$ cat src/rtl/spi_slave_regfile.sv
// SPI slave with an internal register bank, oversampled in the PCLK domain.
// Frames carry one command word (R/W + start address) followed by auto-incrementing data words.
module spi_slave_regfile #(
   parameter int unsigned DATA_W     = 8,
   parameter int unsigned ADDR_W     = 3,
   parameter int unsigned CS_W       = 3,
   parameter int unsigned SLAVE_ID   = 7,
   parameter bit          CPOL       = 1'b0,
   parameter bit          CPHA       = 1'b0,
   parameter int unsigned RESET_DATA = 33
) (
   input  logic              PCLK,
   input  logic              PRESETn,
   input  logic              spi_clk,
   input  logic [CS_W-1:0]   CS,
   input  logic              MOSI,
   output logic              MISO,
   output logic              miso_oe,
   output logic              reg_wr_pulse,
   output logic [ADDR_W-1:0] reg_wr_addr,
   output logic [DATA_W-1:0] reg_wr_data,
   output logic              frame_done,
   output logic              frame_err
);

   localparam int unsigned       CntW     = $clog2(DATA_W) + 1;
   localparam int                Depth    = 1 << ADDR_W;
   localparam logic [CntW-1:0]   LastBit  = CntW'(DATA_W - 1);
   localparam logic [DATA_W-1:0] ResetVal = DATA_W'(RESET_DATA);
   localparam logic [CS_W-1:0]   SelId    = CS_W'(SLAVE_ID);

   typedef enum logic [1:0] {StIdle, StCmd, StWr, StRd} state_e;

   logic              sclk_s1_q, sclk_s2_q, sclk_s3_q;
   logic [CS_W-1:0]   cs_s1_q, cs_s2_q;
   logic              mosi_s1_q, mosi_s2_q;

   state_e            state_q;
   logic [CntW-1:0]   cnt_q;
   logic [DATA_W-1:0] rx_q;
   logic [DATA_W-1:0] tx_q;
   logic [ADDR_W-1:0] addr_q;
   logic [DATA_W-1:0] regs_q [Depth];
   logic              miso_q;
   logic              oe_q;
   logic              wr_pulse_q;
   logic [ADDR_W-1:0] wr_addr_q;
   logic [DATA_W-1:0] wr_data_q;
   logic              done_q;
   logic              err_q;

   logic              selected;
   logic              lead_ev;
   logic              trail_ev;
   logic              sample_ev;
   logic              shift_ev;
   logic              word_end;
   logic [DATA_W-1:0] rx_word;
   logic [ADDR_W-1:0] cmd_addr;

   // Third spi_clk flop holds the previous synced level for edge detection.
   always_ff @(posedge PCLK or negedge PRESETn) begin
      if (!PRESETn) begin
         sclk_s1_q <= CPOL;
         sclk_s2_q <= CPOL;
         sclk_s3_q <= CPOL;
         cs_s1_q   <= '0;
         cs_s2_q   <= '0;
         mosi_s1_q <= 1'b0;
         mosi_s2_q <= 1'b0;
      end else begin
         sclk_s1_q <= spi_clk;
         sclk_s2_q <= sclk_s1_q;
         sclk_s3_q <= sclk_s2_q;
         cs_s1_q   <= CS;
         cs_s2_q   <= cs_s1_q;
         mosi_s1_q <= MOSI;
         mosi_s2_q <= mosi_s1_q;
      end
   end

   always_comb begin
      selected  = (cs_s2_q == SelId);
      lead_ev   = (sclk_s2_q != CPOL) && (sclk_s3_q == CPOL);
      trail_ev  = (sclk_s2_q == CPOL) && (sclk_s3_q != CPOL);
      sample_ev = CPHA ? trail_ev : lead_ev;
      shift_ev  = CPHA ? lead_ev : trail_ev;
      word_end  = (cnt_q == LastBit);
      rx_word   = {rx_q[DATA_W-2:0], mosi_s2_q};
      cmd_addr  = rx_word[ADDR_W-1:0];
   end

   always_ff @(posedge PCLK or negedge PRESETn) begin
      if (!PRESETn) begin
         state_q    <= StIdle;
         cnt_q      <= '0;
         rx_q       <= '0;
         tx_q       <= '0;
         addr_q     <= '0;
         miso_q     <= 1'b0;
         oe_q       <= 1'b0;
         wr_pulse_q <= 1'b0;
         wr_addr_q  <= '0;
         wr_data_q  <= '0;
         done_q     <= 1'b0;
         err_q      <= 1'b0;
         for (int i = 0; i < Depth; i++) begin
            regs_q[i] <= ResetVal;
         end
      end else begin
         wr_pulse_q <= 1'b0;
         done_q     <= 1'b0;
         err_q      <= 1'b0;
         if (state_q == StIdle) begin
            if (selected) begin
               state_q <= StCmd;
               cnt_q   <= '0;
               tx_q    <= '0;
               miso_q  <= 1'b0;
               oe_q    <= 1'b1;
            end
         end else if (!selected) begin
            // A partial word is dropped; only the error pulse records it.
            state_q <= StIdle;
            oe_q    <= 1'b0;
            miso_q  <= 1'b0;
            done_q  <= 1'b1;
            err_q   <= (cnt_q != '0);
         end else if (sample_ev) begin
            rx_q  <= rx_word;
            cnt_q <= word_end ? '0 : cnt_q + CntW'(1);
            if (word_end) begin
               case (state_q)
                  StCmd: begin
                     if (rx_word[DATA_W-1]) begin
                        state_q <= StRd;
                        tx_q    <= regs_q[cmd_addr];
                        addr_q  <= cmd_addr + ADDR_W'(1);
                     end else begin
                        state_q <= StWr;
                        addr_q  <= cmd_addr;
                     end
                  end
                  StWr: begin
                     regs_q[addr_q] <= rx_word;
                     wr_pulse_q     <= 1'b1;
                     wr_addr_q      <= addr_q;
                     wr_data_q      <= rx_word;
                     addr_q         <= addr_q + ADDR_W'(1);
                  end
                  StRd: begin
                     tx_q   <= regs_q[addr_q];
                     addr_q <= addr_q + ADDR_W'(1);
                  end
                  default: begin
                  end
               endcase
            end
         end else if (shift_ev) begin
            miso_q <= tx_q[DATA_W-1];
            tx_q   <= {tx_q[DATA_W-2:0], 1'b0};
         end
      end
   end

   assign MISO         = miso_q;
   assign miso_oe      = oe_q;
   assign reg_wr_pulse = wr_pulse_q;
   assign reg_wr_addr  = wr_addr_q;
   assign reg_wr_data  = wr_data_q;
   assign frame_done   = done_q;
   assign frame_err    = err_q;

endmodule

$ cat config.mk
export PLATFORM = sky130hd
export DESIGN_NAME = spi_slave_regfile
export DESIGN_NICKNAME = d
export VERILOG_FILES = /design/src/rtl/spi_slave_regfile.sv
export SDC_FILE = /design/constraint.sdc
export NUM_CORES = 1
export LEC_CHECK = 0
export CELL_PAD_IN_SITES_DETAIL_PLACEMENT = 2
export CELL_PAD_IN_SITES_GLOBAL_PLACEMENT = 2
export CORE_MARGIN = 8
export CORE_UTILIZATION = 42
export DETAILED_ROUTE_END_ITERATION = 6
export GPL_TIMING_DRIVEN = 0
export PLACE_DENSITY_LB_ADDON = 0.1
export SYNTH_ARGS = -nofsm -noshare
export SYNTH_HDL_FRONTEND = slang
export SYNTH_SLANG_ARGS = --single-unit
$ cat constraint.sdc
create_clock -name PCLK -period 2.9 [get_ports PCLK]
set_input_delay 0.87 -clock PCLK [delete_from_list [all_inputs] [get_ports PCLK]]
set_output_delay 0.87 -clock PCLK [all_outputs]
set_load 0.01 [all_outputs]
==> run summary, run 1 <==
cell area after placement: 0.00624 mm²
gate family responsible for the most delay along the worst path: simple AND/OR/NAND/NOR gates
die extent in y: 133 µm
Core Rows: 43
final RePlAce weighted congestion: 0.790
Die ar.: 0.0177 mm²
drt pass-1 iters: 4
starting density of the core: 42.2%
final setup TNS: 0 ps
Leakage: 0.00305 µW
kind of end point of the critical path: register
final cycle utilization of the critical path: 92.9%
number of filler instances in the final layout: 1,331
transition time at the pin with the least slew margin: 1000 ps
post-synthesis net count: 489
peak clock frequency supported by timing: 0.371 GHz
number of max-slew violations in the final report: 0
clk_lat worst skew: 420 ps
Die Wd: 133 µm
max-cap violations: 0
result of the run: finished clean
largest vdd supply drop: 390 µV
post-synthesis async set-or-reset flop share: 100%
antenna fix cells: 0
remaining design rule violation count: 0
number of H-tree levels: 4
routed wirelength normalized by instance count: 24.0 µm
FF/Latch Area: 0.00290 mm²
cell chain of the critical path: buf_2, nor2_2, inv_1, ha_1, nand2_4, or3_1, buf_4, nor3_4, buf_4, mux2_2
number of nets in the finished design: 539
fraction of final layout cells sized beyond drive strength 1: 30.1%
Vias: 4,091
overall power consumption: 4120 µW
leading area contributor after synthesis: sky130_fd_sc_hd__dfrtp_1
r2r setup slk: 210 ps
power density over the cells: 588 mW/mm²
CP max stage cell: sky130_fd_sc_hd__or3_1
reg-to-reg endpoint: regs_q[31]$_DFFE_PN0P_
number of flops mapped to enable cells by yosys: 0
1st-iter DRT viols: 225
maximum buffer depth of the clock tree: 2
first-pass GRT wire length: 27,400 µm
number of buffers created by CTS: 17
shortest clock period the worst path allows after layout: 2690 ps
number of antenna violations at the first check in global routing: 0
cell count along the critical path: 10
primary flip-flop cell chosen by synthesis mapping: sky130_fd_sc_hd__dfrtp_1
Crit. Startpoint: state_q[0]$_DFFE_PN0P_
Hold Worst Slack: 348 ps
Worst path max stage delay: 340 ps
vias in the first global route: 4,613
ranking of synthesized cells by area: sky130_fd_sc_hd__dfrtp_1, sky130_fd_sc_hd__mux2_2, sky130_fd_sc_hd__mux2i_1
final setup violation count: 0
maximum number of pins on one net before global-route repair: 67
area of the placeable core: 0.0137 mm²
final routed wirelength across all metal layers: 17,100 µm
cell count of the worst hold path: 0
Worst Skew: 7.35 ps
FF-to-FF Start: state_q[0]$_DFFE_PN0P_
HPWL Detailed: 11,300 µm
critical path data arrival time: 2990 ps
start-to-end type of the worst setup path: reg2reg
CP bufs+invs: 4
count of boundary I/O pins: 23
Commonest cells post-synth: sky130_fd_sc_hd__dfrtp_1, sky130_fd_sc_hd__mux2_2, sky130_fd_sc_hd__mux2i_1, sky130_fd_sc_hd__nand2_1, sky130_fd_sc_hd__nor2_1
share of synthesized area occupied by flip-flops and latches: 50.2%
number of input and output port buffers inserted: 22
path depth of the worst reg2reg path: 10
Slew Limit Headroom: 33.2%
Hold Violations, Final: 0
type of the tightest min-delay check: reg2reg
number of cells produced by synthesis: 472
multi-input combinational cell area: 0.00270 mm²
Crit path top cell by count: sky130_fd_sc_hd__buf_4
proportion of netlist area held by the largest area contributor: 43.0%
CTS sink count: 115
clock transition at the registers of the reported paths: 60 ps
end point of the critical path: regs_q[31]$_DFFE_PN0P_
Layout Area Growth over Synthesis: 21.4%
clock tree from TritonCTS: yes
Root Buffer: sky130_fd_sc_hd__clkbuf_16
CP max FO: 11
total global routing overflow: 0
Finished Cell Area: 0.00700 mm²
count of antenna-violating nets left after detailed routing: 0
number of distinct standard cells referenced by the synthesized netlist: 49
total number of yosys warnings: 0
mean number of vias per cell: 5.72
crit path launch type: register
Post-Synthesis Mean Instance Area: 12.2 µm²
post-synthesis instance area: 0.00577 mm²
post-synthesis sequential element count: 115
leading cell type by number of instances after synthesis: sky130_fd_sc_hd__dfrtp_1
RSZ-0062 raised after global routing: no
required time at the worst-slack endpoint: 3190 ps
overall track demand over capacity in global routing: 20.3%
## sequential cells by signal, indices dropped and copies added, names as in the netlist, 2 cells and up
| register | cells |
|---|---|
| cs_s1_q | 3 |
| cs_s2_q | 3 |
| rx_q | 7 |
| tx_q | 8 |
| reg_wr_addr | 3 |
| addr_q | 3 |
| reg_wr_data | 8 |
| cnt_q | 4 |
| regs_q | 64 |
| state_q | 2 |
## metal layers
metal / part of all wire, % / GRT usage [%] / routed length [µm]
met5: 0 / 0 / 0
met3: 3.5 / 4.52 / 600
met4: 1.9 / 6.86 / 329
met2: 50 / 33.2 / 8500
met1: 45 / 26.1 / 7700
## worst min-delay path by stage
stage	from	end	slack [ps]
after detailed placement	cs_s1_q[0]$_DFF_PN0_	cs_s2_q[0]$_DFF_PN0_	340
after global placement	cs_s1_q[1]$_DFF_PN0_	cs_s2_q[1]$_DFF_PN0_	330
after floorplan	cs_s1_q[0]$_DFF_PN0_	cs_s2_q[0]$_DFF_PN0_	330
after CTS	cs_s1_q[2]$_DFF_PN0_	cs_s2_q[2]$_DFF_PN0_	350
final	cs_s1_q[0]$_DFF_PN0_	cs_s2_q[0]$_DFF_PN0_	350
after global routing	cs_s1_q[0]$_DFF_PN0_	cs_s2_q[0]$_DFF_PN0_	350
## cell families after synthesis
group | Yosys count | share of synthesized area, %
AO/OA/AOI/OAI | 70 | 8.85
XOR/XNOR | 2 | 0.304
buffers and inverters | 43 | 3.25
multiplexers | 129 | 25.7
flip-flops | 115 | 50.2
AND/OR/NAND/NOR | 103 | 9.48
adder cells (fa/ha/maj) | 10 | 2.17
## power breakdown
| group | internal (µW) | switching [µW] |
|---|---|---|
| sequential | 1620 | 9.42 |
| clock | 1590 | 747 |
| combinational | 52.1 | 97.2 |
## cell type report
| class | count | share of cell area, % |
|---|---|---|
| sequential | 115 | 41.4 |
| multi-input combinational | 314 | 38.6 |
| clock buffer | 23 | 6.83 |
| timing repair buffer | 32 | 4.88 |
| tap | 180 | 3.22 |
| clock inverter | 9 | 2.52 |
| buffer | 34 | 2.20 |
| inverter | 8 | 0.429 |
## worst register-to-register path, cell delays in order (launching register included)
cell,delay (ps)
sky130_fd_sc_hd__dfrtp_1,320
sky130_fd_sc_hd__buf_2,210
sky130_fd_sc_hd__nor2_2,150
sky130_fd_sc_hd__inv_1,110
sky130_fd_sc_hd__ha_1,290
sky130_fd_sc_hd__nand2_4,180
sky130_fd_sc_hd__or3_1,340
sky130_fd_sc_hd__buf_4,210
sky130_fd_sc_hd__nor3_4,200
sky130_fd_sc_hd__buf_4,200
sky130_fd_sc_hd__mux2_2,340
## placed cells by master, fill, tap and decap left out, types with 10 or more instances in the layout
| cell | n |
|---|---|
| sky130_fd_sc_hd__nor2_1 | 20 |
| sky130_fd_sc_hd__dfstp_2 | 16 |
| sky130_fd_sc_hd__clkbuf_16 | 17 |
| sky130_fd_sc_hd__dfrtp_1 | 99 |
| sky130_fd_sc_hd__buf_4 | 10 |
| sky130_fd_sc_hd__mux2_2 | 70 |
| sky130_fd_sc_hd__nand2_1 | 41 |
| sky130_fd_sc_hd__clkdlybuf4s50_1 | 21 |
| sky130_fd_sc_hd__a32o_1 | 10 |
| sky130_fd_sc_hd__ha_1 | 10 |
| sky130_fd_sc_hd__buf_2 | 11 |
| sky130_fd_sc_hd__mux2i_1 | 49 |
| sky130_fd_sc_hd__o21ai_0 | 14 |
| sky130_fd_sc_hd__clkbuf_1 | 20 |
## timing repair
item / CTS / global route
gates cloned: 0 / 0
hold buffers: 0 / 0
setup endpoints to repair: 64 / 50
resized for setup: 3 / 1
pin swaps: 7 / 0
buffers inserted: 9 / 0
## through the flow
stage	worst slack, ps	util, %	std cells
2_1_floorplan	479	-	472
3_3_place_gp	-3580	45.5	674
3_5_place_dp	-482	45.7	675
4_1_cts	-2.63	51.3	716
5_1_grt	85.4	51.2	715
6_report	207	51.2	715
Power figures use the tool's default switching activity.
==> inputs of run 2 (changes only) <==
- CORE_UTILIZATION: 42 -> 38
- HOLD_SLACK_MARGIN: default -> 0.06
- clock period: 2.9 -> 2.4 ns (I/O delays scaled with it)
==> run summary, run 2 (synthesis gave the netlist of run 1 again) <==
result of the run: finished clean
CP max FO: 10
final RePlAce weighted congestion: 0.758
start-to-end type of the worst setup path: reg2reg
number of buffers created by CTS: 17
drt pass-1 iters: 4
power density over the cells: 653 mW/mm²
reg-to-reg endpoint: tx_q[1]$_DFFE_PN0P_
number of H-tree levels: 4
maximum number of pins on one net before global-route repair: 66
number of input and output port buffers inserted: 22
required time at the worst-slack endpoint: 2700 ps
overall track demand over capacity in global routing: 18.5%
multi-input combinational cell area: 0.00276 mm²
cell area after placement: 0.00625 mm²
maximum buffer depth of the clock tree: 2
critical path data arrival time: 2620 ps
r2r setup slk: 80 ps
number of flip-flops under the largest register name: 64
mean number of vias per cell: 5.62
internal power: 3570 µW
area of the placeable core: 0.0150 mm²
path depth of the worst reg2reg path: 6
final routed wirelength across all metal layers: 17,000 µm
final setup violation count: 0
max-cap violations: 0
FF/Latch Area: 0.00290 mm²
Switching Fraction: 22.4%
Layout Area Growth over Synthesis: 22.3%
type of the tightest min-delay check: in2async
fraction of final layout cells sized beyond drive strength 1: 32.1%
1st-iter DRT viols: 204
most frequent cells in the layout: sky130_fd_sc_hd__dfrtp_1, sky130_fd_sc_hd__mux2_2, sky130_fd_sc_hd__mux2i_1
vias in the first global route: 4,581
die extent in y: 139 µm
Root Buffer: sky130_fd_sc_hd__clkbuf_16
number of max-slew violations in the final report: 0
number of nets in the finished design: 540
clock transition at the registers of the reported paths: 50 ps
relative contribution of sequential cells to total power: 42.8%
clock tree from TritonCTS: yes
FF-to-FF Start: addr_q[0]$_DFFE_PN0P_
transition time at the pin with the least slew margin: 686 ps
clk_lat worst skew: 430 ps
Finished Cell Area: 0.00705 mm²
total global routing overflow: 0
remaining design rule violation count: 0
register containing the most flip-flops in the final layout: regs_q
Die ar.: 0.0194 mm²
starting density of the core: 38.4%
count of boundary I/O pins: 23
combinational power share: 4.1%
peak clock frequency supported by timing: 0.431 GHz
Vias: 4,069
Core Rows: 45
final setup TNS: 0 ps
antenna fix cells: 0
cell chain of the critical path: buf_2, buf_4, mux2i_1, o22ai_1, or4_1, a32o_1
Hold Worst Slack: 246 ps
final cycle utilization of the critical path: 96.7%
Crit. Startpoint: addr_q[0]$_DFFE_PN0P_
Die Wd: 139 µm
count of antenna-violating nets left after detailed routing: 0
number of filler instances in the final layout: 1,475
CP max stage cell: sky130_fd_sc_hd__or4_1
Leakage: 0.00301 µW
crit path launch type: register
switching power summed over all nets: 1030 µW
clock network power share: 53.1%
most common cell after layout, fill and taps aside: sky130_fd_sc_hd__dfrtp_1
CTS sink count: 115
routed wirelength normalized by instance count: 23.5 µm
Worst Skew: 13.0 ps
largest vdd supply drop: 483 µV
count of hold buffers inserted by post-cts repair: 0
first-pass GRT wire length: 27,200 µm
HPWL Detailed: 11,400 µm
number of antenna violations at the first check in global routing: 0
Hold Violations, Final: 0
Worst path max stage delay: 510 ps
kind of end point of the critical path: register
Slew Limit Headroom: 54.3%
shortest clock period the worst path allows after layout: 2320 ps
==> run 2: area by class of cell <==
class | count | share of cell area, %
sequential | 115 | 41.1
tap | 188 | 3.34
buffer | 33 | 2.47
clock buffer | 23 | 7.06
clock inverter | 9 | 1.10
multi-input combinational | 314 | 39.1
timing repair buffer | 34 | 5.41
inverter | 8 | 0.426
==> run 2: worst max-delay path by stage <==
stage / to / slack [ps] / cells past startpoint
after floorplan: regs_q[25]$_DFFE_PN0P_ / 4 / 10
after detailed placement: regs_q[19]$_DFFE_PN0P_ / -730 / 9
after global placement: regs_q[43]$_DFFE_PN0P_ / -3960 / 1
final: tx_q[1]$_DFFE_PN0P_ / 80 / 6
after global routing: regs_q[50]$_DFFE_PN0P_ / -10 / 7
after CTS: tx_q[4]$_DFFE_PN0P_ / 4 / 7
==> run 2: power by group through the flow <==
| stage | combinational, µW | clock [µW] | sequential [µW] |
|---|---|---|---|
| floorplan | 84.8 | 0 | 2000 |
| global placement | 171 | 0 | 2000 |
| detailed placement | 183 | 0 | 2000 |
| CTS | 187 | 2500 | 1970 |
| global route | 208 | 2580 | 1970 |
| finish | 187 | 2450 | 1970 |
==> run 2: repair_timing <==
item | in CTS | in global routing
pin swaps | 7 | 1
setup endpoints to repair | 76 | 56
setup buffers | 9 | 2
gates resized for setup | 12 | 14
hold endpoints to repair | 0 | 0
==> run 2: per-stage QoR <==
stage	instances	util (%)	power [µW]	setup WS (ps)
6_report	724	46.9	4600	80.3
4_1_cts	723	46.5	4650	4.45
3_3_place_gp	682	41.4	2170	-3960
2_1_floorplan	472	-	2090	3.77
3_5_place_dp	683	41.6	2190	-725
5_1_grt	724	46.9	4760	-9.96
==> run 2: critical path, delay by kind of cell, from the launching register on <==
kind	cells	cell delay, ps
buffers and inverters	2	600
and+or+nand+nor	1	510
AOI/OAI and AO/OA	2	400
DFF	1	360
muxes	1	330
==> run 2: metal layers <==
metal	track usage (%)	routed length (µm)	up-vias
met2	30.4	8370	66
met4	6.59	284	0
met1	23.7	7750	2154
li1	-	-	1830
met5	0	0	-
met3	3.79	623	19
